==> src/rtl/s2p_frame_fifo.sv <==
// Multi-channel frame-synced serial-to-parallel converter with an output FIFO.
// Optional sticky overrun flag and drop counter: define S2P_OVERRUN_STATUS_EN.
module s2p_frame_fifo #(
    parameter int WIDTH     = 16,
    parameter int NCH       = 2,
    parameter int DEPTH     = 4,
    parameter int MSB_FIRST = 1
) (
    input  logic                         DCLK,
    input  logic                         clear,
    input  logic                         InReady,
    input  logic                         Frame,
    input  logic [NCH-1:0]               SerialIn,
    output logic [NCH*WIDTH-1:0]         out_data,
    output logic                         out_valid,
    input  logic                         out_ready,
    output logic [$clog2(DEPTH+1)-1:0]   fill,
    output logic                         frame_err
`ifdef S2P_OVERRUN_STATUS_EN
    ,
    output logic                         overrun,
    output logic [7:0]                   ovr_cnt
`endif
);

    localparam int CW = $clog2(WIDTH);
    localparam int AW = $clog2(DEPTH);
    localparam int FW = $clog2(DEPTH + 1);
    localparam logic [CW-1:0] LAST = CW'(WIDTH - 1);

    typedef enum logic {
        IDLE,
        SHIFT
    } state_t;

    state_t state, state_d;
    logic [CW-1:0] bit_cnt, cnt_d;
    logic load, push, err_d;

    logic [NCH-1:0][WIDTH-1:0] shreg, shnext;
    logic [NCH*WIDTH-1:0] push_word;

    logic [NCH*WIDTH-1:0] mem [DEPTH];
    logic [AW-1:0] wr_ptr, rd_ptr;
    logic full, do_pop, do_write, drop;

    generate
        if (MSB_FIRST != 0) begin : g_msb
            always_comb begin
                for (int k = 0; k < NCH; k++)
                    shnext[k] = {shreg[k][WIDTH-2:0], SerialIn[k]};
            end
        end else begin : g_lsb
            always_comb begin
                for (int k = 0; k < NCH; k++)
                    shnext[k] = {SerialIn[k], shreg[k][WIDTH-1:1]};
            end
        end
    endgenerate

    assign push_word = shnext;

    always_comb begin
        state_d = state;
        cnt_d   = bit_cnt;
        load    = 1'b0;
        push    = 1'b0;
        err_d   = 1'b0;
        if (InReady) begin
            unique case (state)
                IDLE: begin
                    if (Frame) begin
                        load    = 1'b1;
                        cnt_d   = CW'(1);
                        state_d = SHIFT;
                    end
                end
                SHIFT: begin
                    load = 1'b1;
                    // A frame pulse anywhere inside a word, including its last bit, restarts capture
                    if (Frame) begin
                        err_d = 1'b1;
                        cnt_d = CW'(1);
                    end else if (bit_cnt == LAST) begin
                        push    = 1'b1;
                        cnt_d   = '0;
                        state_d = IDLE;
                    end else begin
                        cnt_d = bit_cnt + CW'(1);
                    end
                end
                default: state_d = IDLE;
            endcase
        end
    end

    always_ff @(posedge DCLK) begin
        if (clear) begin
            state     <= IDLE;
            bit_cnt   <= '0;
            shreg     <= '0;
            frame_err <= 1'b0;
        end else begin
            state     <= state_d;
            bit_cnt   <= cnt_d;
            frame_err <= err_d;
            if (load)
                shreg <= shnext;
        end
    end

    assign out_valid = (fill != '0);
    assign full      = (fill == FW'(DEPTH));
    assign do_pop    = out_valid && out_ready;
    assign do_write  = push && (!full || do_pop);
    assign drop      = push && full && !do_pop;

    always_ff @(posedge DCLK) begin
        if (do_write)
            mem[wr_ptr] <= push_word;
    end

    always_ff @(posedge DCLK) begin
        if (clear) begin
            wr_ptr   <= '0;
            rd_ptr   <= '0;
            fill     <= '0;
            out_data <= '0;
        end else begin
            if (do_write)
                wr_ptr <= wr_ptr + AW'(1);
            if (do_pop)
                rd_ptr <= rd_ptr + AW'(1);
            if (do_write && !do_pop)
                fill <= fill + FW'(1);
            else if (do_pop && !do_write)
                fill <= fill - FW'(1);
            // out_data tracks the head as it will be after this edge
            if (do_pop) begin
                if (fill > FW'(1))
                    out_data <= mem[rd_ptr + AW'(1)];
                else if (do_write)
                    out_data <= push_word;
            end else if (do_write && fill == '0) begin
                out_data <= push_word;
            end
        end
    end

`ifdef S2P_OVERRUN_STATUS_EN
    always_ff @(posedge DCLK) begin
        if (clear) begin
            overrun <= 1'b0;
            ovr_cnt <= '0;
        end else if (drop) begin
            overrun <= 1'b1;
            if (ovr_cnt != 8'hFF)
                ovr_cnt <= ovr_cnt + 8'd1;
        end
    end
`else
    logic unused_drop;
    assign unused_drop = drop;
`endif

endmodule
==> config.mk <==
export PLATFORM = sky130hd
export DESIGN_NAME = s2p_frame_fifo
export DESIGN_NICKNAME = d
export VERILOG_FILES = /design/src/rtl/s2p_frame_fifo.sv
export SDC_FILE = /design/constraint.sdc
export NUM_CORES = 1
export LEC_CHECK = 0
export BUFFER_PORTS_ARGS = -buffer_cell sky130_fd_sc_hd__buf_2
export CAP_MARGIN = 40
export CORE_ASPECT_RATIO = 0.9
export CORE_MARGIN = 2
export CORE_UTILIZATION = 55
export DETAILED_ROUTE_END_ITERATION = 12
export HOLD_SLACK_MARGIN = 0.02
export MAX_ROUTING_LAYER = met4
export PLACE_DENSITY = 0.82
export RECOVER_POWER = 50
export SKIP_CTS_REPAIR_TIMING = 1
export SYNTH_ARGS = -nofsm -noshare
export SYNTH_HDL_FRONTEND = slang
export SYNTH_SLANG_ARGS = --single-unit
==> constraint.sdc <==
create_clock -name DCLK -period 3.46 [get_ports DCLK]
set_clock_uncertainty 0.15 [all_clocks]
set_input_delay 0 -clock DCLK [delete_from_list [all_inputs] [get_ports DCLK]]
set_output_delay 0 -clock DCLK [all_outputs]
set_load 0.01 [all_outputs]
==> results.sh, run 1 <==
export IMPL_worstPathCellList="inv_1 > ha_1 > nand2_1 > o211a_1 > inv_1 > ha_1 > a2111oi_4 > buf_4 > nor3_1 > a211oi_1"
export IMPL_timing_rr_end="out_data[15]"
export IMPL_p_clk_share_pct=45.0
export IMPL_drcViolationCount=0
export IMPL_worstPathRequired_ns=3.70
export IMPL_status="finished with violations"
export IMPL_crit_path_end_kind="flip-flop"
export IMPL_power_mw=4.78
export IMPL_grt_overflow_total=0
export IMPL_htree_levels=1
export IMPL_fmax_mhz=335
export IMPL_setup_violations=0
export IMPL_worstHoldPathCells=2
export IMPL_switchingPower_mw=0.913
export IMPL_dieWidth_um=132
export IMPL_cp_num_buf_inv=3
export IMPL_hold_class="input pin to flip-flop"
export IMPL_hpwl_um=9390
export IMPL_port_buffers=43
export IMPL_drt_total_wl_um=16300
export IMPL_drive_above_1_share_pct=19.0
export IMPL_final_hold_violation_count=0
export IMPL_ys_seq_area_share_pct=65.9
export IMPL_cts_max_path_buffers=3
export IMPL_vias=4692
export IMPL_cts_root_buf="clkbuf_16"
export IMPL_synth_cells=539
export IMPL_finalNetCount=609
export IMPL_cts_clk_slew_worst_paths_ns=0.06
export IMPL_relSlewSlack_pct=-41.3
export IMPL_hp_start="clear"
export IMPL_fin_crit_sh_pct=86.3
export IMPL_yosysWarnings=0
export IMPL_slowest_delay_ns=0.49
export IMPL_core_area_sq_um=14600
export IMPL_r2r_slack_ns=0.48
export IMPL_synthTopCellsByArea="edfxtp_1 (47%), dfxtp_1 (19%), mux4_2 (8.9%)"
export IMPL_start_util_pct=55.7
export IMPL_layout_commonest_cell="edfxtp_1"
export IMPL_grt_pass1_wl_um=26100
export IMPL_p_per_area_nw_per_um2=520
export IMPL_mostFrequentLayoutCells="edfxtp_1 (128), dfxtp_1 (74), nand2_1 (68)"
export IMPL_sw_frac_of_total_pct=19.1
export IMPL_cts_tree="done"
export IMPL_crit_type="flip-flop to flip-flop"
export IMPL_drtIter0Drc=356
export IMPL_peakVddDrop_mv=0.369
export IMPL_crit_family="compound AO/OA/AOI/OAI gates"
export IMPL_place_gp_congestion=0.856
export IMPL_ant_nets=0
export IMPL_antenna_cells=0
export IMPL_syn_to_final_growth_pct=13.2
export IMPL_via_per_inst=5.84
export IMPL_synth_fp_nets=557
export IMPL_reg2regPathDepth=10
export IMPL_reg2reg_from="fill[0]"
export IMPL_worstPathArrival_ns=3.22
export IMPL_period_minus_slack_ns=2.98
export IMPL_insertion_delay_ns=0.49
export IMPL_grt_start_max_net_pins=40
export IMPL_die_area_sq_um=15700
export IMPL_wl_per_cell_um=20.3
export IMPL_rsz0062_at_grt="no"
export IMPL_cellLeakagePower_nw=2.88
export IMPL_worstMarginPinSlew_ns=2.10
export IMPL_p_comb_share_pct=1.5
export IMPL_antenna_found_initial=0
export IMPL_slew_violations=14
export IMPL_failed_checks="max-capacitance violations, max-slew violations"
export IMPL_cap_violations=1
export IMPL_grt_use_total_pct=22.0
export IMPL_synth_area_sq_um=8110
export IMPL_yosys_area_top_type_share_pct=47.4
export IMPL_worstSetupStartpointType="flip-flop"
export IMPL_synthDistinctLibCells=42
export IMPL_setup_tns_ns=0
export IMPL_slowest_stage="dfxtp_1"
export IMPL_io_pins=44
export IMPL_cts_inserted_buffers=20
export IMPL_path_max_fanout=32
export IMPL_holdPathEnd="push_word[11]"
export IMPL_synth_top_cell_by_area="edfxtp_1"
export IMPL_intPower_mw=3.87
export IMPL_avgSynthCellArea_sq_um=15.0
export IMPL_p_seq_share_pct=53.5
export IMPL_grt_pass1_vias=4800
export IMPL_rows=42
export IMPL_clock_sinks=203
export IMPL_yosys_register_bits=203
export IMPL_drt_first_pass_iters=4
export IMPL_die_h_um=119
## state kept, by name, summed over array words and instances, names as in the netlist
signal	cells
push_word	30
bit_cnt	4
out_data	32
wr_ptr	2
mem	128
rd_ptr	2
state	1
frame_err	1
fill	3
## per-stage QoR
| stage | utilization, % | hold slack, ns | instance area [sq um] | setup slack [ns] | instances |
|---|---|---|---|---|---|
| finish | 63.1 | 0.0281 | 9180 | 0.476 | 803 |
| global route | 63.1 | 0.0427 | 9180 | 0.270 | 803 |
| CTS | 63.1 | -0.408 | 9190 | 0.500 | 798 |
| detailed placement | 58.6 | 0.109 | 8530 | 0.565 | 762 |
| global placement | 58.4 | 0.103 | 8500 | 0.660 | 761 |
| floorplan | - | -0.0511 | 8110 | 0.648 | 539 |
## cell usage after synthesis, drive strengths merged
master,count
mux2i,34
nor3,32
nor2,11
a21oi,35
edfxtp,128
clkbuf,20
nand4b,1
o21a,1
o21ai,4
xor2,4
nor3b,3
nand2,68
o21bai,1
inv,9
a2111oi,1
mux4,32
ha,11
dfxtp,75
a211oi,32
and3,1
xnor2,1
buf,17
and3b,1
nor2b,1
nand3,2
o31ai,1
or2,1
a311oi,1
o22ai,1
a22oi,2
a21o,1
or3,1
o211a,1
a21boi,1
and2,4
## cell type report
type / instances / area [sq um]
fill: 1076 / 5380
sequential: 203 / 5350
multi-input combinational: 290 / 2510
clock buffer: 32 / 617
timing repair buffer: 67 / 380
tap: 198 / 248
clock inverter: 4 / 45.0
inverter: 9 / 33.8
## power groups by stage
stage / combinational [mW] / sequential, mW / clock, mW
2_1_floorplan: 0.0385 / 2.61 / 0
3_3_place_gp: 0.0595 / 2.61 / 0
3_5_place_dp: 0.0660 / 2.61 / 0
4_1_cts: 0.0664 / 2.56 / 2.19
5_1_grt: 0.0750 / 2.56 / 2.28
6_report: 0.0696 / 2.56 / 2.15
## metal layers
layer,wire length [um],vias to the layer above,global-route usage (%),part of all wire (%)
li1,-,2132,-,-
met1,7020,2352,29.1,43
met2,7890,174,35.6,48
met4,363,0,6.05,2.2
met3,1050,34,3.83,6.4
met5,0,-,-,0
## cells by family after synthesis
group | Yosys count | share of synthesized area (%)
AOI/OAI and AO/OA | 82 | 8.35
xor gates and xnor gates | 5 | 0.540
adders and majority gates | 11 | 1.70
buffers and inverters | 46 | 3.26
DFF | 203 | 65.9
muxes | 66 | 13.1
and+or+nand+nor | 126 | 7.14
## worst max path at each step
stage,startpoint,endpoint,slack (ns),depth (start not counted)
final,fill[0],out_data[15],0.48,10
after global routing,fill[0],out_data[15],0.27,10
after CTS,fill[0],out_data[15],0.50,10
after detailed placement,fill[0],out_data[17],0.57,10
after floorplan,fill[0],out_data[10],0.65,12
after global placement,fill[0],out_data[16],0.66,10
Power figures use the tool's default switching activity.
==> run 2, diff against run 1 <==
- CORE_ASPECT_RATIO: 0.9 -> 1.4
==> results.sh, run 2 (synthesized netlist as in run 1, its figures left out) <==
export IMPL_fin_crit_sh_pct=84.7
export IMPL_port_buffers=43
export IMPL_intPower_mw=3.64
export IMPL_drt_first_pass_iters=5
export IMPL_path_max_fanout=17
export IMPL_grt_overflow_total=0
export IMPL_drt_total_wl_um=16100
export IMPL_rows=52
export IMPL_slew_violations=31
export IMPL_cts_clk_slew_worst_paths_ns=0.07
export IMPL_p_per_area_nw_per_um2=499
export IMPL_via_per_inst=5.92
export IMPL_finalNetCount=607
export IMPL_hp_start="SerialIn[1]"
export IMPL_relSlewSlack_pct=-13.8
export IMPL_core_area_sq_um=14400
export IMPL_grt_pass1_wl_um=25500
export IMPL_largest_register="mem"
export IMPL_place_gp_congestion=0.799
export IMPL_final_hold_violation_count=0
export IMPL_slowest_stage="dfxtp_1"
export IMPL_cts_inserted_buffers=18
export IMPL_drtIter0Drc=269
export IMPL_hpwl_um=9220
export IMPL_multiInputGateArea_sq_um=2520
export IMPL_worstPathRequired_ns=3.62
export IMPL_vias=4669
export IMPL_setup_tns_ns=0
export IMPL_mostFrequentLayoutCells="edfxtp_1 (128), dfxtp_1 (74), nand2_1 (68)"
export IMPL_slowest_delay_ns=0.40
export IMPL_worstSetupStartpointType="flip-flop"
export IMPL_grt_pass1_vias=4860
export IMPL_p_comb_share_pct=1.6
export IMPL_period_minus_slack_ns=2.93
export IMPL_die_h_um=148
export IMPL_timing_rr_end="out_data[11]"
export IMPL_peakVddDrop_mv=0.365
export IMPL_worstPathCellList="ha_1 > and3_1 > o211a_1 > inv_1 > ha_1 > a2111oi_4 > or2_1 > buf_4 > a211oi_1"
export IMPL_insertion_delay_ns=0.48
export IMPL_p_clk_share_pct=42.0
export IMPL_cellLeakagePower_nw=2.81
export IMPL_r2r_slack_ns=0.53
export IMPL_start_util_pct=56.1
export IMPL_cap_violations=1
export IMPL_htree_levels=1
export IMPL_hold_class="input pin to flip-flop"
export IMPL_fill_cells=1084
export IMPL_p_seq_share_pct=56.4
export IMPL_layout_commonest_cell="edfxtp_1"
export IMPL_crit_type="flip-flop to flip-flop"
export IMPL_grt_use_total_pct=21.4
export IMPL_syn_to_final_growth_pct=12.1
export IMPL_dpl_worst_slack_ns=0.593
export IMPL_switchingPower_mw=0.889
export IMPL_drive_above_1_share_pct=17.7
export IMPL_antenna_found_initial=0
export IMPL_rsz0062_at_grt="no"
export IMPL_worstPathArrival_ns=3.09
export IMPL_reg2regPathDepth=9
export IMPL_clock_sinks=203
export IMPL_antenna_cells=0
export IMPL_largest_register_ffs=128
export IMPL_grt_start_max_net_pins=37
export IMPL_io_pins=44
export IMPL_setup_violations=0
export IMPL_cts_root_buf="clkbuf_16"
export IMPL_dieWidth_um=107
export IMPL_ant_nets=0
export IMPL_worstHoldPathCells=4
export IMPL_worstMarginPinSlew_ns=1.71
export IMPL_fin_ws_ns=0.529
export IMPL_die_area_sq_um=15700
export IMPL_reg2reg_from="bit_cnt[0]"
export IMPL_sw_frac_of_total_pct=19.6
export IMPL_failed_checks="max-capacitance violations, max-slew violations"
export IMPL_regArea_sq_um=5350
export IMPL_cts_max_path_buffers=3
export IMPL_crit_path_frequent_cell="ha_1"
export IMPL_fmax_mhz=341
export IMPL_status="finished with violations"
export IMPL_drcViolationCount=0
export IMPL_holdPathEnd="push_word[17]"
export IMPL_crit_path_end_kind="flip-flop"
export IMPL_cts_tree="done"
export IMPL_wl_per_cell_um=20.4
[run 2: power groups by stage]
stage	sequential (mW)	clock (mW)	combinational (mW)
after floorplan	2.61	0	0.0385
after global placement	2.61	0	0.0590
after detailed placement	2.61	0	0.0667
after CTS	2.56	1.93	0.0666
after global routing	2.55	2.01	0.0770
final	2.56	1.90	0.0723
[run 2: layout make-up]
type                    instances  area share (%)
flip-flops and latches        203            58.8
multi-input cells             290            27.7
clock buffers                  22            5.36
repair buffers                 67            4.34
well taps                     189            2.60
clock inverters                 9           0.757
inverters                       9           0.372
[run 2: how the worst max path moves through the flow]
stage,startpoint,end,slack (ns),depth (start not counted)
3_5_place_dp,bit_cnt[0],out_data[18],0.59,9
5_1_grt,bit_cnt[0],out_data[11],0.33,9
3_3_place_gp,fill[0],out_data[18],0.71,10
6_report,bit_cnt[0],out_data[11],0.53,9
4_1_cts,bit_cnt[0],out_data[11],0.52,9
2_1_floorplan,fill[0],out_data[10],0.65,12
[run 2: per-layer routing]
metal	GRT usage [%]	share of wire [%]	vias up
met1	25.5	38	2350
met4	7.60	2.8	0
met3	2.87	5.5	33
met5	-	0	-
li1	-	-	2132
met2	37.4	53	154
[run 2: critical path, delay by kind of cell (launching register included)]
kind                       cells  cell delay (ns)
adders and majority gates      2             0.58
AOI/OAI and AO/OA              3             0.79
buffers and inverters          2             0.37
DFF                            1             0.40
and+or+nand+nor                2             0.47
[run 2: metrics by stage]
stage	power (mW)	area, sq um	cells	util [%]	hold slack (ns)
2_1_floorplan	2.65	8110	539	-	-0.0511
3_3_place_gp	2.67	8490	750	58.7	0.100
3_5_place_dp	2.68	8510	751	58.9	0.118
4_1_cts	4.55	9070	782	62.8	-0.379
5_1_grt	4.65	9090	789	62.9	0.282
6_report	4.53	9090	789	62.9	0.271
